$ cat src/rtl/pipeline_pkg.sv
// ----------------------------------------------------------------------------
// pipeline_pkg
//   Shared definitions for the 5-stage core's ID/EX boundary logic. Imported by
//   the hazard control unit and the forwarding unit.
//     mdu_state_e          : MDU sequencer state encoding (RUN, MDU_BUSY)
//     REG_ZERO             : architectural zero register index
//     MDU_LATENCY_DEFAULT  : default cycles from mdu_start to HI/LO valid
// ----------------------------------------------------------------------------
package pipeline_pkg;

  typedef enum logic [0:0] {
    RUN      = 1'b0,
    MDU_BUSY = 1'b1
  } mdu_state_e;

  localparam logic [4:0]  REG_ZERO            = 5'd0;
  localparam int unsigned MDU_LATENCY_DEFAULT = 32;

endpackage : pipeline_pkg

$ cat src/rtl/mdu_timer.sv
// ----------------------------------------------------------------------------
// mdu_timer
//   Tracks an in-flight multiply/divide. A start pulse in RUN loads the
//   countdown with LATENCY; busy then stays high for exactly LATENCY cycles.
//   Ports:
//     clk   in  : pipeline clock
//     rst   in  : asynchronous active-high reset, abandons any operation
//     start in  : launch pulse (only honoured in RUN)
//     busy  out : result not yet valid (state == MDU_BUSY)
//     done  out : high on the final busy cycle
// ----------------------------------------------------------------------------
module mdu_timer
  import pipeline_pkg::*;
#(
  parameter int unsigned LATENCY = MDU_LATENCY_DEFAULT,
  parameter int unsigned CNT_W   = 6
) (
  input  logic clk,
  input  logic rst,
  input  logic start,
  output logic busy,
  output logic done
);

  mdu_state_e       state_q, state_d;
  logic [CNT_W-1:0] cnt_q, cnt_d;

  always_comb begin
    state_d = state_q;
    cnt_d   = cnt_q;
    case (state_q)
      RUN: begin
        if (start) begin
          state_d = MDU_BUSY;
          cnt_d   = CNT_W'(LATENCY);
        end
      end
      MDU_BUSY: begin
        // Returning to RUN wins over any start seen this cycle; the top only
        // raises start in RUN, so a back-to-back op issues one cycle later.
        if (cnt_q == CNT_W'(1)) begin
          state_d = RUN;
          cnt_d   = '0;
        end else begin
          cnt_d = cnt_q - CNT_W'(1);
        end
      end
      default: begin
        state_d = RUN;
        cnt_d   = '0;
      end
    endcase
  end

  always_ff @(posedge clk or posedge rst) begin
    if (rst) begin
      state_q <= RUN;
      cnt_q   <= '0;
    end else begin
      state_q <= state_d;
      cnt_q   <= cnt_d;
    end
  end

  assign busy = (state_q == MDU_BUSY);
  assign done = busy && (cnt_q == CNT_W'(1));

endmodule : mdu_timer

$ cat src/rtl/hazard_control_unit.sv
// ----------------------------------------------------------------------------
// hazard_control_unit
//   Pipeline hazard sequencer: one-bubble load-use stall, MDU issue and
//   dependent-instruction stall, wrong-path flush on taken branches, and a
//   saturating stall-cycle counter.
//   Ports:
//     clk, rst        : clock, asynchronous active-high reset
//     id_rs, id_rt    : source fields of the ID instruction
//     id_uses_rt      : ID instruction reads rt
//     id_is_mdu       : ID instruction is mult/multu/div/divu
//     id_reads_hilo   : ID instruction is mfhi/mflo
//     ex_mem_read     : EX instruction is a load
//     ex_rt           : EX instruction destination
//     branch_taken    : branch/jump resolved taken this cycle
//     pc_wen          : PC write enable
//     if_id_wen       : IF/ID write enable
//     if_id_flush     : clear IF/ID to NOP
//     id_ex_flush     : clear ID/EX to NOP (bubble)
//     mdu_start       : one-cycle MDU launch pulse
//     mdu_busy        : MDU result not yet valid
//     stall_cycles    : saturating stall-cycle count
// ----------------------------------------------------------------------------
module hazard_control_unit
  import pipeline_pkg::*;
#(
  parameter int unsigned MDU_LATENCY = MDU_LATENCY_DEFAULT,
  parameter int unsigned CNT_W       = 6,
  parameter int unsigned STALL_W     = 32
) (
  input  logic               clk,
  input  logic               rst,
  input  logic [4:0]         id_rs,
  input  logic [4:0]         id_rt,
  input  logic               id_uses_rt,
  input  logic               id_is_mdu,
  input  logic               id_reads_hilo,
  input  logic               ex_mem_read,
  input  logic [4:0]         ex_rt,
  input  logic               branch_taken,
  output logic               pc_wen,
  output logic               if_id_wen,
  output logic               if_id_flush,
  output logic               id_ex_flush,
  output logic               mdu_start,
  output logic               mdu_busy,
  output logic [STALL_W-1:0] stall_cycles
);

  logic               load_use;
  logic               mdu_haz;
  logic               stall_win;
  logic               mdu_done;
  logic [STALL_W-1:0] stall_cycles_q, stall_cycles_d;

  mdu_timer #(
    .LATENCY (MDU_LATENCY),
    .CNT_W   (CNT_W)
  ) u_mdu_timer (
    .clk   (clk),
    .rst   (rst),
    .start (mdu_start),
    .busy  (mdu_busy),
    .done  (mdu_done)
  );

  // Hazard decode
  always_comb begin
    load_use = ex_mem_read && (ex_rt != REG_ZERO) &&
               ((ex_rt == id_rs) || (id_uses_rt && (ex_rt == id_rt)));
    mdu_haz  = mdu_busy && (id_is_mdu || id_reads_hilo);
  end

  // Priority mux: rst > branch_taken > stall > MDU issue > advance
  always_comb begin
    pc_wen      = 1'b1;
    if_id_wen   = 1'b1;
    if_id_flush = 1'b0;
    id_ex_flush = 1'b0;
    mdu_start   = 1'b0;
    stall_win   = 1'b0;
    if (rst) begin
      pc_wen      = 1'b0;
      if_id_wen   = 1'b0;
      if_id_flush = 1'b1;
      id_ex_flush = 1'b1;
    end else if (branch_taken) begin
      if_id_flush = 1'b1;
      id_ex_flush = 1'b1;
    end else if (load_use || mdu_haz) begin
      pc_wen      = 1'b0;
      if_id_wen   = 1'b0;
      id_ex_flush = 1'b1;
      stall_win   = 1'b1;
    end else if (!mdu_busy && id_is_mdu) begin
      mdu_start = 1'b1;
    end
  end

  always_comb begin
    stall_cycles_d = stall_cycles_q;
    if (stall_win && (stall_cycles_q != '1)) begin
      stall_cycles_d = stall_cycles_q + STALL_W'(1);
    end
  end

  always_ff @(posedge clk or posedge rst) begin
    if (rst) begin
      stall_cycles_q <= '0;
    end else begin
      stall_cycles_q <= stall_cycles_d;
    end
  end

  assign stall_cycles = stall_cycles_q;

  // The final-cycle pulse can only occur while the MDU is busy.
  a_done_in_busy : assert property (@(posedge clk) disable iff (rst)
    mdu_done |-> mdu_busy);

endmodule : hazard_control_unit

$ cat config.mk
export PLATFORM = sky130hd
export DESIGN_NAME = hazard_control_unit
export DESIGN_NICKNAME = d
export VERILOG_FILES = /design/src/rtl/pipeline_pkg.sv /design/src/rtl/mdu_timer.sv /design/src/rtl/hazard_control_unit.sv
export SDC_FILE = /design/constraint.sdc
export NUM_CORES = 1
export LEC_CHECK = 0
export CORE_MARGIN = 8
export CORE_UTILIZATION = 30
export CTS_BUF_LIST = sky130_fd_sc_hd__clkbuf_16
export DETAILED_ROUTE_END_ITERATION = 16
export HOLD_SLACK_MARGIN = 0.05
export SETUP_SLACK_MARGIN = 0.1
export SLEW_MARGIN = 10
export SYNTH_ARGS = -nofsm -noshare
export SYNTH_HDL_FRONTEND = slang
export SYNTH_SLANG_ARGS = --single-unit
$ cat constraint.sdc
create_clock -name clk -period 2.8 [get_ports clk]
set_input_delay 0.56 -clock clk [delete_from_list [all_inputs] [get_ports clk]]
set_output_delay 0.56 -clock clk [all_outputs]
set_load 0.01 [all_outputs]
Word-level counts from Yosys, hierarchy flattened

Cells that the tools add are included.

Register bits after elaboration: 39
Logic and storage cells: 42

Add/subtract/negate cells: 2
Equal/unequal tests: 5
Mux-type cells: 20
Bitwise gates (word level): 1
Reduce and logical (&&, ||, !) cells: 11

Operator list:

| cell                                             | count |
|---|---|
| adder 32 x 1 -> 32 bit, second input constant    | 1 |
| inequality test 32 bit, second input constant    | 1 |
| 2-to-1 mux 1 bit                                 | 16 |
| 2-to-1 mux 6 bit                                 | 2 |
| one-hot mux 6 bit (2 select lines)               | 1 |
| == test 5 bit                                    | 2 |
| == test 6 x 1 -> 1 bit, second input constant    | 1 |
| logical AND 1 bit                                | 6 |
| subtractor 6 x 1 -> 6 bit, second input constant | 1 |
| nonzero test 5 bit                               | 1 |
| logical OR 1 bit                                 | 3 |
| inequality test 2 bit, second input constant     | 1 |
| one-hot mux 1 bit (2 select lines)               | 1 |
| zero test 1 bit                                  | 1 |
| NOT 1 bit                                        | 1 |

Longest topological paths before layout

Gate-level depths: netlist of run 1.

Depth after elaboration: 10
Gate-level depth with buffers: 7
Gate-level depth less buffers: 7

Hierarchy

Synthesis of run 1 repeated with hierarchy kept, for this count alone.

Cell total of the unflattened synthesis: 219
Area total of the unflattened synthesis: 2214.6 µm²

By module, submodules not included:

| module              | instances | cells an instance | area an instance (µm²) |
|---|---|---|---|
| hazard_control_unit | 1         | 180               | 1819.2 |
| mdu_timer           | 1         | 39                | 395.4 |

Worst setup path after synthesis of run 1

Ideal clock, no wire load.

Path kind: input port to output port
Start: input port ex_rt[1]
End: output port pc_wen
Data arrival time: 1.792 ns
Required time: 2.240 ns
Slack: 0.448 ns
Cell stages on the path: 6
Buffers on the path: 1
Cell sequence: or4_1 -> o21ai_1 -> o21a_1 -> nor2_1 -> nor2_1 -> buf_4

Word-level cells in the longest chain between the ends: 8

RTL lines:

| item                              | line                      | text |
|---|---|---|
| start, declared                   | hazard_control_unit.sv:38 | `input logic [4:0] ex_rt,` |
| == test 5 bit                     | hazard_control_unit.sv:69 | `((ex_rt == id_rs) \|\| (id_uses_rt && (ex_rt == id_rt)));` |
| logical AND 1 bit                 | hazard_control_unit.sv:69 |  |
| logical OR 1 bit                  | hazard_control_unit.sv:69 |  |
| logical AND 1 bit (*)             | hazard_control_unit.sv:68 | `load_use = ex_mem_read && (ex_rt != REG_ZERO) &&` |
| logical OR 1 bit (*)              | hazard_control_unit.sv:89 | `end else if (load_use \|\| mdu_haz) begin` |
| 2-to-1 mux 1 bit (*) (3 in a row) | -                         |  |
| end, declared                     | hazard_control_unit.sv:40 | `output logic pc_wen,` |

Mark *: on every way between the ends. The rest lies on a longest branch, timed or not.

Worst setup path in the final report of run 1

Start: input port ex_rt[3]
End: output port id_ex_flush

Word-level cells in the longest chain between the ends: 8

RTL lines:

| item                  | line                      | text |
|---|---|---|
| == test 5 bit         | hazard_control_unit.sv:69 |  |
| logical AND 1 bit     | hazard_control_unit.sv:69 |  |
| logical OR 1 bit      | hazard_control_unit.sv:69 |  |
| logical AND 1 bit (*) | hazard_control_unit.sv:68 |  |
| logical OR 1 bit (*)  | hazard_control_unit.sv:89 |  |
| 2-to-1 mux 1 bit (*)  | hazard_control_unit.sv:89 |  |
| 2-to-1 mux 1 bit (*)  | hazard_control_unit.sv:86 | `end else if (branch_taken) begin` |
| 2-to-1 mux 1 bit (*)  | hazard_control_unit.sv:81 | `if (rst) begin` |
| end, declared         | hazard_control_unit.sv:43 | `output logic id_ex_flush,` |

Marked as above.

==> results of run 1 <==
power by group through the flow:
stage	combinational [W]	clock [W]	sequential, W
final	0.000513	0.000513	0.000769
after global routing	0.000572	0.000554	0.000791
after CTS	0.000515	0.000529	0.000770
after detailed placement	0.000516	0	0.000777
after global placement	0.000506	0	0.000774
after floorplan	0.000291	0	0.000761
synth_stat cells:
master     n
nor4_1     1
and4_1     5
nand4_4    1
or2_2      1
nor2_1     8
mux2_1     1
nor3b_2    2
ha_1       3
o21ai_0    3
dfrtp_1   39
o21a_1     1
nor4_2     3
inv_1      7
nand3_2    1
nor3b_1    3
mux2i_1    2
or2_1      1
clkbuf_2   2
and3_1     5
or4_1      2
nor3_1    20
o21ai_1    2
nand2_1   15
clkbuf_1   3
nand2b_1   6
nand4_1    7
buf_6      2
buf_4      4
nand4_2    1
o22a_2     1
nor3_2     5
nand3_1   19
or2_0      1
xor2_1    40
and2_1     1
buf_2      1
nor2b_1    1
and2_0     1
a31oi_1    2
nor4_4     5
o41ai_1    1
xnor2_1    1
a32oi_1    1
stage by stage:
stage | setup TNS, ps | utilization (%) | area, µm²
finish | 0 | 43.1 | 3310
global route | 0 | 43.1 | 3310
CTS | 0 | 42.4 | 3260
detailed placement | -1280 | 40.6 | 3120
global placement | -1220 | 40.6 | 3120
floorplan | 0 | - | 2360
cell families after synthesis:
| family | count (synthesis) | share of synthesized area, % |
|---|---|---|
| adders and majority gates | 3 | 1.59 |
| AOI/OAI and AO/OA | 11 | 3.07 |
| muxes | 3 | 1.32 |
| DFF | 39 | 41.3 |
| buffers and inverters | 19 | 4.45 |
| xor gates and xnor gates | 41 | 15.2 |
| and+or+nand+nor | 115 | 33.1 |
critical path, cell delays in order:
cell and delay, ps:
dlygate4sd2_1 260, xor2_1 190, nor4_2 280, a32oi_2 200
o21a_1 220, nand2b_1 70, clkdlybuf4s15_2 220
sequential cells by signal (all words and copies together), names as in the netlist:
name,flops
stall_cycles,32
u_mdu_timer.busy,1
u_mdu_timer.cnt_q,6
metal layers:
layer | wire (µm) | track usage, % | share of wire, %
met1 | 2640 | 13.0 | 45
met2 | 2640 | 16.8 | 45
met3 | 481 | 4.30 | 8.2
met4 | 88 | 3.98 | 1.5
met5 | 0 | 0 | 0
area by class of cell:
class / count / area, µm²
fillers: 770 / 4380
multi-input cells: 173 / 1320
flip-flops and latches: 39 / 976
repair buffers: 75 / 737
well taps: 102 / 128
clock buffers: 5 / 125
inverters: 7 / 26.3
clock inverters: 1 / 3.75
cell usage in the layout, fill, tap and decap left out, types with 2 or more instances in the layout:
master and instances:
dlygate4sd2_1 3, nor2_1 8, nor3b_1 3, nor4_2 4
nor3_2 6, clkbuf_2 2, a31oi_1 2, buf_6 2
nand2_1 15, clkdlybuf4s15_2 2, buf_4 12, o21ai_0 3
clkdlybuf4s50_1 44, mux2i_1 2, clkbuf_16 5, ha_1 3
buf_2 2, o21ai_2 2, dlymetal6s2s_1 6, nand4_1 7
nor3_1 19, and4_1 5, buf_12 2, inv_1 8
xor2_1 39, or4_1 2, nand2b_1 6, dfrtp_1 39
nor4_4 5, nor3b_2 2, and3_1 5, nand3_1 19
path summary, 6_finish.rpt:
path / startpoint / endpoint / slack (ps) / depth (start not counted)
max: ex_rt[3] / id_ex_flush / 240 / 7
min: stall_cycles[6] / stall_cycles[6] / 480 / 1
max reg2reg: stall_cycles[0] / stall_cycles[25] / 490 / 7
min reg2reg: stall_cycles[6] / stall_cycles[6] / 480 / 1
max in group asynchronous: rst / stall_cycles[13] / 1590 / 4
min in group asynchronous: rst / stall_cycles[22] / 860 / 4
what timing repair did:
action	CTS	global route
gates resized for setup	20	17
pin swaps	6	7
setup endpoints to repair	4	35
hold buffers	0	0
buffers inserted	3	1
==> metrics.txt, run 1 <==
outcome finished, final reports clean; Cells after Synth 231; total global-route track usage 10.7%; via count 1,967; first-pass GRT wire length 9.92 mm; HPWL Detailed 4.27 mm; sequential share of power 42.8%; die width 105 µm; Comb pwr share 28.6%; Initial Util 30.7%; Slew headroom 38.4%; synth warn 0; static leakage 1.58 nW; global route overflow 0; GPL Wtd Cong 0.745; Ant. Diodes 0; Nets 326; Vias per Instance 4.89; Net Count, Synth 256; Arr. time, crit path 2000 ps; setup ws final 244 ps; Max-cap violations 0; Min Clock Period, post-route 2560 ps; Cell Count, Final, Fillers Out 402; Placed Cells 392; Clock power frac 28.6%; post-synthesis sequential area ratio 41.3%; DR pass1 iterations 4; share of the synthesized area in the top cell type 41.3%; fin. max-slew vios 0; largest area contributor in the netlist dfrtp_1; net load switching power 0.000564 W; drt total wl 5.84 mm; Final setup viols 0; First DRT Iteration DRCs 97; Avg Cell Area, Syn 10.2 µm²; worst hold slack 481 ps; CP Data Required Time 2240 ps; H-tree lvl count 2; CTS tree done; clk root buf clkbuf_16; synthesis-to-layout area growth 40.1%; CP Max Fanout 3; share of layout cells above drive strength 1 17.7%; # DRC 0; core area 7690 µm²; CTS buffer count 5; worst hold path class reg2reg; Synth cell types 43; die height 105 µm; die area 11,000 µm²; top post-synthesis cells by area dfrtp_1, xor2_1, nor4_4, nor3_1, nand3_1; Final Hold Vio Count 0; Post-Place Worst Slack -347 ps; FMAX 391 MHz; Mapped Area 2360 µm²; Worst Setup End Kind primary output; Worst-Skew Late Latency 280 ps; Max Buffers Root-to-Sink 2; initial antenna violation count 0; Final Power 0.00180 W; Tightest Pin Transition 912 ps; Final ANT Viol Nets 0; synthesis-stage register bit count 39; PortBufs 59; Fin Clk Skew 3.15 ps; wire per inst 14.5 µm; pin count of the biggest net entering global routing 40; fin crit share 91.3%; power per cell area 542 nW/µm²; critical path class in2out; Sink Count 39; I/O Pins 60; startpoint types input port; Sw Share 31.4%; Worst IR Drop VDD 242 µV; Rows 32; vias in the first global route 2,057; Int Pwr 0.00123 W; RSZ-0062 raised after global routing false; clock transition at the registers of the reported paths 50 ps
(Power assumes the default switching activity.)
==> run 2, diff against run 1 <==
--- a/config.mk
+++ b/config.mk
@@ -8,6 +8,7 @@
 export CORE_MARGIN = 8
 export CORE_UTILIZATION = 30
 export CTS_BUF_LIST = sky130_fd_sc_hd__clkbuf_16
+export CTS_CLUSTER_DIAMETER = 30
 export DETAILED_ROUTE_END_ITERATION = 16
 export HOLD_SLACK_MARGIN = 0.05
 export SETUP_SLACK_MARGIN = 0.1
==> results of run 2 <==
No change in the layout: final DEF, timing and power equal those of run 1.
==> run 3, diff against run 2 <==
--- a/config.mk
+++ b/config.mk
@@ -5,12 +5,14 @@
 export SDC_FILE = /design/constraint.sdc
 export NUM_CORES = 1
 export LEC_CHECK = 0
+export ABC_CLOCK_PERIOD_IN_PS = 2800
 export CORE_MARGIN = 8
 export CORE_UTILIZATION = 30
 export CTS_BUF_LIST = sky130_fd_sc_hd__clkbuf_16
 export CTS_CLUSTER_DIAMETER = 30
 export DETAILED_ROUTE_END_ITERATION = 16
 export HOLD_SLACK_MARGIN = 0.05
+export PLACE_DENSITY_LB_ADDON = 0.2
 export SETUP_SLACK_MARGIN = 0.1
 export SLEW_MARGIN = 10
 export SYNTH_ARGS = -nofsm -noshare
==> run 3 against run 2 <==
  * Cell count is the same
  * Routed wire length shrank 1.7%
  * Maximum frequency shrank 1.8%
  * Register-to-register slack gained 40 ps
  * Clock power grew 5.8%
  * Total power grew 0.72%
  * Largest power group unchanged
==> metrics.txt, run 3 (same netlist as run 1, synthesis figures left out) <==
outcome finished, final reports clean; most common cell after layout, fill and taps aside clkdlybuf4s50_1; setup ws final 199 ps; Final ANT Viol Nets 0; RSZ-0062 raised after global routing false; startpoint types input port; wire per inst 14.3 µm; First DRT Iteration DRCs 58; Initial Util 30.7%; worst path cell trace dlygate4sd2_1 > buf_6 > xor2_1 > nor4_2 > a32oi_2 > o21a_1 > nor2_1 > nor2_1 > buf_2; clock transition at the registers of the reported paths 60 ps; fin util 42.6%; # DRC 0; initial antenna violation count 0; Slew headroom 40.5%; drt total wl 5.74 mm; Sink Count 39; DR pass1 iterations 4; register area 976 µm²; Final setup viols 0; CTS buffer count 5; die height 105 µm; Post-Place Worst Slack -361 ps; Critical Path Stages 9; worst r2r src stall_cycles[0]; clk root buf clkbuf_16; fin crit share 92.9%; WHS Endpoint stall_cycles[20]; Placed Cells 393; die area 11,000 µm²; I/O Pins 60; Min-Delay Path Depth 1; HPWL Detailed 4.30 mm; CP Max Fanout 3; multi-input gate area in the final layout 1300 µm²; die width 105 µm; share of layout cells above drive strength 1 16.7%; R2R Setup Slk 530 ps; Fin Clk Skew 3.47 ps; Cell Count, Final, Fillers Out 402; CP bufs+invs 3; vias in the first global route 1,986; global route overflow 0; core area 7690 µm²; Final Hold Vio Count 0; Ant. Diodes 0; Rows 32; total global-route track usage 11.0%; Arr. time, crit path 2040 ps; critical path class in2out; fillers 771; max reg flops 32; static leakage 1.54 nW; FMAX 384 MHz; power per cell area 552 nW/µm²; cells on worst reg2reg path 7; first-pass GRT wire length 9.95 mm; GPL Wtd Cong 0.727; Min Clock Period, post-route 2600 ps; Worst Setup End Kind primary output; worst hold path class reg2reg; PortBufs 59; fin. max-slew vios 0; kind of cell adding the most delay to the critical path buffers and inverters; Tightest Pin Transition 882 ps; Worst IR Drop VDD 246 µV; capturing point of the worst reg2reg path stall_cycles[7]; Hold Crit Start stall_cycles[20]; placed cell area 3130 µm²; H-tree lvl count 2; Vias per Instance 4.78; Worst path slowest cell nor4_2; most frequent cells in the layout clkdlybuf4s50_1, xor2_1, dfrtp_1; via count 1,923; Final Cell Area 3270 µm²; Max-cap violations 0; Worst path max stage delay 300 ps; CP Data Required Time 2240 ps; Max Buffers Root-to-Sink 2; synthesis-to-layout area growth 38.5%; critical path's most frequent cell nor2_1; Nets 324; pin count of the biggest net entering global routing 40; Worst-Skew Late Latency 280 ps; CTS tree done
run 3: cell types whose count changed in the layout (fill, tap and decap cells not counted), moves of 2 or more:
cell / before / now
dlymetal6s2s_1: 6 / 3
clkdlybuf4s50_1: 44 / 48
buf_2: 2 / 4
clkdlybuf4s15_2: 2 / 0
clkinv_2: 0 / 3
run 3: per-stage QoR:
step / hold WS, ps / total power, W / setup TNS, ps
2_1_floorplan: 484 / 0.00105 / 0
3_3_place_gp: 478 / 0.00128 / -1330
3_5_place_dp: 477 / 0.00129 / -1640
4_1_cts: 484 / 0.00184 / 0
5_1_grt: 508 / 0.00194 / 0
6_report: 482 / 0.00181 / 0
run 3: worst max path at each step:
| stage | endpoint | from |
|---|---|---|
| after floorplan | pc_wen | ex_rt[1] |
| after global placement | pc_wen | ex_rt[1] |
| after detailed placement | if_id_wen | ex_rt[1] |
| after CTS | if_id_wen | ex_rt[0] |
| after global routing | if_id_wen | id_rt[4] |
| final | if_id_wen | ex_rt[2] |
run 3: routing by layer:
metal	track usage, %	wire length (µm)
met5	0	0
met2	16.6	2540
met3	4.48	486
met4	4.28	97
met1	13.6	2620
run 3: power by group:
part / switching, W / total, W / internal [W]
logic: 0.000243 / 0.000499 / 0.000256
registers: 0.000112 / 0.000767 / 0.000654
clock network: 0.000218 / 0.000543 / 0.000325
total: 0.000573 / 0.00181 / 0.00124
run 3: area by class of cell:
type                       instances  area share (%)
inverter                           7           0.803
sequential                        39            29.8
multi-input combinational        173            39.7
timing repair buffer              73            21.5
tap                              102            3.90
clock inverter                     3           0.459
clock buffer                       5            3.82
run 3: what timing repair did:
| item | 4_1_cts | 5_1_grt |
|---|---|---|
| hold buffers | 0 | 0 |
| resized for setup | 22 | 7 |
| setup buffers | 0 | 1 |
| setup endpoints to repair | 4 | 4 |
| pin swaps | 5 | 6 |
| endpoints found under the hold margin | 0 | 0 |
